[src/rtl/multdiv_issue_ctrl_if.sv]
// rtl/multdiv_issue_ctrl_if.sv - issue, multdiv and writeback signals of the multdiv sequencer
interface multdiv_issue_ctrl_if #(
  parameter int RD_W = 5
);
  logic            issue_valid;
  logic            issue_ready;
  logic            issue_is_div;
  logic [31:0]     issue_opA;
  logic [31:0]     issue_opB;
  logic [RD_W-1:0] issue_rd;
  logic            busy;
  logic            flush;
  logic [31:0]     md_operandA;
  logic [31:0]     md_operandB;
  logic            md_ctrl_MULT;
  logic            md_ctrl_DIV;
  logic [31:0]     md_result;
  logic            md_exception;
  logic            md_resultRDY;
  logic            md_running;
  logic            wb_valid;
  logic            wb_ready;
  logic [RD_W-1:0] wb_rd;
  logic [31:0]     wb_data;
  logic            wb_exception;

  // Sequencer side
  modport slave (
    input  issue_valid, issue_is_div, issue_opA, issue_opB, issue_rd, flush,
           md_result, md_exception, md_resultRDY, md_running, wb_ready,
    output issue_ready, busy, md_operandA, md_operandB, md_ctrl_MULT, md_ctrl_DIV,
           wb_valid, wb_rd, wb_data, wb_exception
  );

  // Pipeline / multdiv / writeback side
  modport master (
    output issue_valid, issue_is_div, issue_opA, issue_opB, issue_rd, flush,
           md_result, md_exception, md_resultRDY, md_running, wb_ready,
    input  issue_ready, busy, md_operandA, md_operandB, md_ctrl_MULT, md_ctrl_DIV,
           wb_valid, wb_rd, wb_data, wb_exception
  );
endinterface

[src/rtl/multdiv_issue_ctrl.sv]
// rtl/multdiv_issue_ctrl.sv - one-at-a-time MUL/DIV issue sequencer with flush, timeout and x0 discard
module multdiv_issue_ctrl #(
  parameter int TIMEOUT_CYCLES = 64,
  parameter int RD_W           = 5
) (
  input  logic                 clock,
  input  logic                 reset_n,
  multdiv_issue_ctrl_if.slave  bus
);
  localparam int CW = $clog2(TIMEOUT_CYCLES + 1);
  localparam logic [CW-1:0] CNT_MAX = '1;
  localparam logic [CW-1:0] CNT_LAST = CW'(TIMEOUT_CYCLES - 1);

  typedef enum logic [2:0] {IDLE, START, BUSY, DONE, DRAIN} state_t;

  state_t          state;
  logic [31:0]     op_a;
  logic [31:0]     op_b;
  logic            is_div;
  logic [RD_W-1:0] rd;
  logic [CW-1:0]   cnt;
  logic [31:0]     wb_data_q;
  logic            wb_exc_q;

  logic [CW-1:0]   cnt_inc;
  logic            timeout;

  // Timeout fires on the cycle the saturating counter would reach its last value
  assign cnt_inc = (cnt == CNT_MAX) ? cnt : cnt + CW'(1);
  assign timeout = (cnt_inc >= CNT_LAST);

  always_ff @(posedge clock or negedge reset_n) begin
    if (!reset_n) begin
      state     <= IDLE;
      op_a      <= '0;
      op_b      <= '0;
      is_div    <= 1'b0;
      rd        <= '0;
      cnt       <= '0;
      wb_data_q <= '0;
      wb_exc_q  <= 1'b0;
    end else begin
      case (state)
        IDLE: begin
          if (bus.issue_valid && !bus.flush) begin
            op_a   <= bus.issue_opA;
            op_b   <= bus.issue_opB;
            is_div <= bus.issue_is_div;
            rd     <= bus.issue_rd;
            state  <= START;
          end
        end
        START: begin
          cnt   <= '0;
          state <= bus.flush ? DRAIN : BUSY;
        end
        BUSY: begin
          cnt <= cnt_inc;
          if (bus.flush) begin
            state <= DRAIN;
          end else if (bus.md_resultRDY) begin
            wb_data_q <= bus.md_result;
            wb_exc_q  <= bus.md_exception;
            // Results for x0 are dropped without a writeback cycle
            state     <= (rd != '0) ? DONE : IDLE;
          end else if (timeout) begin
            wb_data_q <= '0;
            wb_exc_q  <= 1'b1;
            state     <= DONE;
          end
        end
        DONE: begin
          if (bus.flush || bus.wb_ready) state <= IDLE;
        end
        DRAIN: begin
          cnt <= cnt_inc;
          if (bus.md_resultRDY || !bus.md_running || timeout) state <= IDLE;
        end
        default: state <= IDLE;
      endcase
    end
  end

  assign bus.issue_ready  = (state == IDLE);
  assign bus.busy         = (state != IDLE);
  assign bus.md_operandA  = op_a;
  assign bus.md_operandB  = op_b;
  assign bus.md_ctrl_MULT = (state == START) && !is_div;
  assign bus.md_ctrl_DIV  = (state == START) && is_div;
  assign bus.wb_valid     = (state == DONE);
  assign bus.wb_rd        = rd;
  assign bus.wb_data      = wb_data_q;
  assign bus.wb_exception = wb_exc_q;
endmodule
[src/flat_wrapper.sv]
// flat-port wrapper written by rule: the top's interface ports become plain ports
module multdiv_issue_ctrl_flat 
#(
  parameter int TIMEOUT_CYCLES = 64,
  parameter int RD_W           = 5
)
  (clock, reset_n, bus_issue_valid, bus_issue_is_div, bus_issue_opA, bus_issue_opB, bus_issue_rd, bus_flush, bus_md_result, bus_md_exception, bus_md_resultRDY, bus_md_running, bus_wb_ready, bus_issue_ready, bus_busy, bus_md_operandA, bus_md_operandB, bus_md_ctrl_MULT, bus_md_ctrl_DIV, bus_wb_valid, bus_wb_rd, bus_wb_data, bus_wb_exception);
  multdiv_issue_ctrl_if #(.RD_W(RD_W)) bus_i ();
  input  logic clock;
  input  logic reset_n;
  input wire logic [$bits(bus_i.issue_valid)-1:0] bus_issue_valid;
  input wire logic [$bits(bus_i.issue_is_div)-1:0] bus_issue_is_div;
  input wire logic [$bits(bus_i.issue_opA)-1:0] bus_issue_opA;
  input wire logic [$bits(bus_i.issue_opB)-1:0] bus_issue_opB;
  input wire logic [$bits(bus_i.issue_rd)-1:0] bus_issue_rd;
  input wire logic [$bits(bus_i.flush)-1:0] bus_flush;
  input wire logic [$bits(bus_i.md_result)-1:0] bus_md_result;
  input wire logic [$bits(bus_i.md_exception)-1:0] bus_md_exception;
  input wire logic [$bits(bus_i.md_resultRDY)-1:0] bus_md_resultRDY;
  input wire logic [$bits(bus_i.md_running)-1:0] bus_md_running;
  input wire logic [$bits(bus_i.wb_ready)-1:0] bus_wb_ready;
  output wire logic [$bits(bus_i.issue_ready)-1:0] bus_issue_ready;
  output wire logic [$bits(bus_i.busy)-1:0] bus_busy;
  output wire logic [$bits(bus_i.md_operandA)-1:0] bus_md_operandA;
  output wire logic [$bits(bus_i.md_operandB)-1:0] bus_md_operandB;
  output wire logic [$bits(bus_i.md_ctrl_MULT)-1:0] bus_md_ctrl_MULT;
  output wire logic [$bits(bus_i.md_ctrl_DIV)-1:0] bus_md_ctrl_DIV;
  output wire logic [$bits(bus_i.wb_valid)-1:0] bus_wb_valid;
  output wire logic [$bits(bus_i.wb_rd)-1:0] bus_wb_rd;
  output wire logic [$bits(bus_i.wb_data)-1:0] bus_wb_data;
  output wire logic [$bits(bus_i.wb_exception)-1:0] bus_wb_exception;
  assign bus_i.issue_valid = bus_issue_valid;
  assign bus_i.issue_is_div = bus_issue_is_div;
  assign bus_i.issue_opA = bus_issue_opA;
  assign bus_i.issue_opB = bus_issue_opB;
  assign bus_i.issue_rd = bus_issue_rd;
  assign bus_i.flush = bus_flush;
  assign bus_i.md_result = bus_md_result;
  assign bus_i.md_exception = bus_md_exception;
  assign bus_i.md_resultRDY = bus_md_resultRDY;
  assign bus_i.md_running = bus_md_running;
  assign bus_i.wb_ready = bus_wb_ready;
  assign bus_issue_ready = bus_i.issue_ready;
  assign bus_busy = bus_i.busy;
  assign bus_md_operandA = bus_i.md_operandA;
  assign bus_md_operandB = bus_i.md_operandB;
  assign bus_md_ctrl_MULT = bus_i.md_ctrl_MULT;
  assign bus_md_ctrl_DIV = bus_i.md_ctrl_DIV;
  assign bus_wb_valid = bus_i.wb_valid;
  assign bus_wb_rd = bus_i.wb_rd;
  assign bus_wb_data = bus_i.wb_data;
  assign bus_wb_exception = bus_i.wb_exception;
  multdiv_issue_ctrl #(.TIMEOUT_CYCLES(TIMEOUT_CYCLES), .RD_W(RD_W)) u_core (.clock(clock), .reset_n(reset_n), .bus(bus_i));
endmodule
[config.mk]
export PLATFORM = sky130hd
export DESIGN_NAME = multdiv_issue_ctrl_flat
export DESIGN_NICKNAME = d
export VERILOG_FILES = /design/src/rtl/multdiv_issue_ctrl_if.sv /design/src/rtl/multdiv_issue_ctrl.sv /design/src/flat_wrapper.sv
export SDC_FILE = /design/constraint.sdc
export NUM_CORES = 1
export LEC_CHECK = 0
export ABC_AREA = 1
export CAP_MARGIN = 20
export CORE_MARGIN = 1
export CORE_UTILIZATION = 45
export DETAILED_ROUTE_END_ITERATION = 16
export PLACE_DENSITY = 0.89
export SLEW_MARGIN = 40
export SYNTH_ARGS = -nofsm -noshare
export SYNTH_HDL_FRONTEND = slang
export SYNTH_SLANG_ARGS = --single-unit
[constraint.sdc]
create_clock -name clock -period 3.6 [get_ports clock]
set_input_delay 1.08 -clock clock [delete_from_list [all_inputs] [get_ports clock]]
set_output_delay 1.08 -clock clock [all_outputs]
set_load 0.005 [all_outputs]
# --- Yosys cells after proc, flatten, opt, wreduce, memory -nomap -nowiden ---
# Index checks and enable logic that the tools add are counted.
classes:
  eq_ne: 9
  order_cmp: 1
  n_reduce_logical: 18
  addsub: 1
  n_bitwise: 1
  mux: 15
op_table:
  columns: ["operator", "n"]
  rows:
  - ["32-bit 2-to-1 mux", 2]
  - ["3-bit 2-to-1 mux", 7]
  - ["3-bit one-hot mux with 5 select lines", 1]
  - ["7-bit one-hot mux with 2 select lines", 1]
  - ["7-bit by 1-bit adder with 7-bit output, second input constant", 1]
  - ["7-bit == test, second input constant", 1]
  - ["7-bit by 6-bit >= comparator with 1-bit output, second input constant", 1]
  - ["7-bit 2-to-1 mux", 1]
  - ["3-bit by 2-bit == test with 1-bit output, second input constant", 2]
  - ["2-bit by 1-bit != test with 1-bit output, second input constant", 3]
  - ["5-bit nonzero test", 1]
  - ["4-bit by 3-bit != test with 1-bit output, second input constant", 1]
  - ["4-bit AND reduction", 1]
  - ["2-bit nonzero test", 2]
  - ["3-bit by 1-bit == test with 1-bit output, second input constant", 1]
  - ["3-bit == test, second input constant", 1]
  - ["1-bit logical AND", 3]
  - ["1-bit logical NOT", 3]
  - ["3-bit logical NOT", 1]
  - ["1-bit logical OR", 3]
  - ["3-bit AND reduction", 1]
  - ["3-bit nonzero test", 1]
  - ["1-bit 2-to-1 mux", 2]
  - ["2-bit 2-to-1 mux", 1]
  - ["3 further kinds", 3]
word_totals:
  inputBits: 110
  register_bits: 113
  output_inout_bits: 107

# --- Depth between registers and ports, before layout ---
logic_depth:
  ltp_word: 7
  depth_mapped: 15
  depth_no_buf: 13

# --- Worst setup path before layout ---
# OpenSTA, ideal clock, no wires.
synth_path:
  kind: "input -> register"
  from: "input port bus_md_resultRDY"
  to: "register u_core.wb_data_q[22], in the netlist u_core.bus.wb_data[22]"
  required_ps: 3523
  n_path_buf: 3
  arrival_time_ps: 2019
  slack_ps: 1505
  path_stages: 8
  setup_time_ps: 77
  path_cell_list: "clkbuf_1 > nor3_1 > nand2_1 > nand2_1 > buf_6 > buf_6 > nand2_1 > o21ai_1"
synth_between:
  elab_chain_cells: 2
synth_lines:
  columns: ["item", "line", "source"]
  rows:
  - ["start, declared", "flat_wrapper.sv:19", "input wire logic [$bits(bus_i.md_resultRDY)-1:0] bus_md_resultRDY;"]
  - ["2-bit nonzero test (no source line)", null, null]
  - ["3-bit AND reduction (no source line)", null, null]
  - ["end signal, assigned", "multdiv_issue_ctrl.sv:62", "wb_data_q <= bus.md_result;"]
  - ["end, declared", "multdiv_issue_ctrl.sv:22", "logic [31:0] wb_data_q;"]
# Several ways; a longest one is shown, not always the timed one.
# A chain may end at the register's enable or synchronous reset.

# --- Final worst setup path ---
layout_path:
  from: "register u_core.state[0]"
  to: "output port bus_busy"
layout_between:
  elab_chain_cells: 1
layout_lines:
  columns: ["item", "line", "source"]
  rows:
  - ["start, declared", "multdiv_issue_ctrl.sv:16", "state_t state;"]
  - ["start signal, assigned", "multdiv_issue_ctrl.sv:55", "state <= bus.flush ? DRAIN : BUSY;"]
  - ["start signal, assigned", "multdiv_issue_ctrl.sv:65", "state <= (rd != '0) ? DONE : IDLE;"]
  - ["3-bit nonzero test", "multdiv_issue_ctrl.sv:85", "assign bus.busy = (state != IDLE);"]
  - ["end, declared", "flat_wrapper.sv:23", "output wire logic [$bits(bus_i.busy)-1:0] bus_busy;"]
# No other way between the ends.

==> out/metrics.cfg <==
[status]
status = finished clean

[setup_path]
critPathLaunchType = flop
cp.depth = 5
cp_max_fo = 4
crit_start = u_core.state[0]
slowest_delay_ps = 480
required_ps = 2520
crit_type = flop to primary output
reg2reg_from = u_core.cnt[1]
critPathBufInv = 3
worstRegToRegCells = 12
cp-end-kind = primary output
path_cells = nor2_1 > inv_1 > nor2_1 > inv_1 > clkdlybuf4s50_1
cp_top_family = buffers and inverters
worstPathArrival_ps = 1870
worst_path_max_delay_cell = clkdlybuf4s50_1

[power]
pwr-share-seq_pct = 34.5
comb_power_share_pct = 37.8
switching_power_uw = 1718
power.leakage_uw = 0.003354
power_density_nw_per_um2 = 807.4
vdd_drop_max_mv = 0.4414
swShare_pct = 27.74
intPower_uw = 4475
power.share.clock_pct = 27.7

[timing]
report.final.slew_viol_count = 0
clock_skew_ps = 4.959
slew-limit-headroom_pct = 63.36
period_share_pct = 81.93
grt_setup_unrepaired = false
setup_viol = 0
tightest_slew_ps = 549.6
final_period_minus_worst_setup_slack_ps = 2950
setup-tns-final_ps = 0
max_freq_mhz = 339.0
finalHoldViolCount = 0

[routing]
vias = 3845
via_per_inst = 4.942
drcViolationCount = 0
ant_nets = 0
wl_per_cell_um = 16.25
dr.pass1.iters = 4
wirelength_um = 12650
drt_iter0_markers = 226

[clock_network]
clock-sinks = 113
cts_made_buffers = 17
post_cts_buffers = 0
cts_tree = done
clock_latency_ps = 500
ctsHtreeMaxLevel = 4
cts_max_path_buffers = 2
hold_buffers = 0
cts.clk_slew.worst_paths_ps = 50
ctsResizeCount = 0
cts_root_buf = clkbuf_8

[finish]
mostFrequentLayoutCells = clkdlybuf4s50_1 (215), dfrtp_1 (113), nand2_1 (76)
syn_to_final_growth_pct = 60.39
nets = 741
seqCellArea_um2 = 2828
n_antenna_cell = 0
drive_gt1_share_pct = 23.83
layout_commonest_cell = clkdlybuf4s50_1
fin_util_pct = 74.29
fillers = 652
multi_input_area_um2 = 1747

[worst_hold_path]
min_path_type = flop to flop
min_from = u_core.bus.wb_data[3]
min_delay_path_depth = 2

[die]
rows = 37
initial_core_util_pct = 46.32
num_io_pins = 217
core_um2 = 10320
die_area_um2 = 11040
die_h_um = 105.1
die_w_um = 105.1

[yosys]
syn_avg_cell_area_um2 = 11.69
ys.warnings.count = 0
synth_nets = 520
synth_area_um2 = 4782
async_flop_share_pct = 100.0
synthCells = 409
ys_seq_area_share_pct = 59.13
synth_cell_types = 30
synth_edf_count = 0
synth_top_flop_cell = dfrtp_1
synth-seq-cells = 113

[grt]
overflow = 0
gr-usage-all-layers_pct = 23.99
grt_pass1_wl_um = 20220
grt_max_degree = 74
grt_pass1_vias = 4092
antenna_found_initial = 0

[placement]
gp_congestion = 0.8784
port-buffer-count = 216
dp_hpwl_um = 9210

[run]
maxCapViolations = 0

## flip-flops by register name (all words and copies together), names as in the netlist
name,flops
u_core.bus.md_operandB,32
u_core.bus.wb_data,32
u_core.cnt,7
u_core.bus.wb_exception,1
u_core.is_div,1
u_core.bus.md_operandA,32
u_core.bus.wb_rd,5
u_core.state,3
## through the flow
stage	instances	setup slack [ps]	power [uW]	cell area (um^2)	hold slack, ps
finish	778	650.5	6193	7670	481.9
global route	778	474.0	6525	7670	516.0
CTS	778	615.2	6251	7670	484.3
detailed placement	747	819.7	4502	7062	470.4
global placement	747	892.7	4378	7062	464.5
floorplan	409	1505	3034	4782	465.4
## metal layers
metal,GRT usage [%],up-vias,wire (um)
met5,0,-,0
met4,9.960,0,246
met3,9.108,24,1112
met2,40.68,194,6390
met1,27.12,1826,4895
li1,-,1801,-
## logic make-up after synthesis
family | share of synthesized area [%]
AO/OA/AOI/OAI | 6.619
XOR/XNOR | 0.3664
adder cells (fa/ha/maj) | 0.2616
buffers and inverters | 4.447
flip-flops | 59.13
multiplexers | 16.01
AND/OR/NAND/NOR | 13.16
## final cells by class
class | count | share of cell area (%)
Clock buffer | 21 | 5.856
Clock inverter | 10 | 2.072
Inverter | 24 | 1.175
Multi-Input combinational cell | 254 | 22.77
Sequential cell | 113 | 36.87
Tap cell | 136 | 2.219
Timing Repair Buffer | 220 | 29.04
## power by group through the flow
stage,registers (uW),logic [uW],clock network (uW)
after floorplan,2150,887,0
after global placement,2110,2270,0
after detailed placement,2150,2350,0
after CTS,2140,2370,1740
after global routing,2200,2530,1800
final,2140,2340,1710
## cell usage after synthesis, types with 3 or more instances
master | instances | area share (%)
o21ai_2 | 23 | 4.2
nand2_2 | 20 | 2.6
o22ai_1 | 3 | 0.39
a21oi_1 | 3 | 0.31
buf_6 | 6 | 1.4
buf_2 | 7 | 0.73
nand3_1 | 10 | 1.0
mux2_2 | 68 | 16
clkbuf_1 | 4 | 0.31
nor3_1 | 4 | 0.42
nor2_1 | 19 | 1.5
inv_1 | 23 | 1.8
dfrtp_1 | 113 | 59
o21ai_1 | 9 | 0.94
nand2_1 | 78 | 6.1
## worst min-delay path: stages, from the launching register on
cell,delay [ps]
dfrtp_1,340
nand2_1,60
o21ai_2,50
## final timing paths
check	to	slack, ps
hold reg to reg	u_core.bus.wb_data[3]	480
setup reg to reg	u_core.bus.wb_data[22]	1250
max in group asynchronous	u_core.bus.wb_data[12]	2270
hold / removal	u_core.bus.wb_data[3]	480
min in group asynchronous	u_core.bus.wb_data[2]	570
setup / recovery	bus_busy	650
Power figures use the tool's default switching activity.
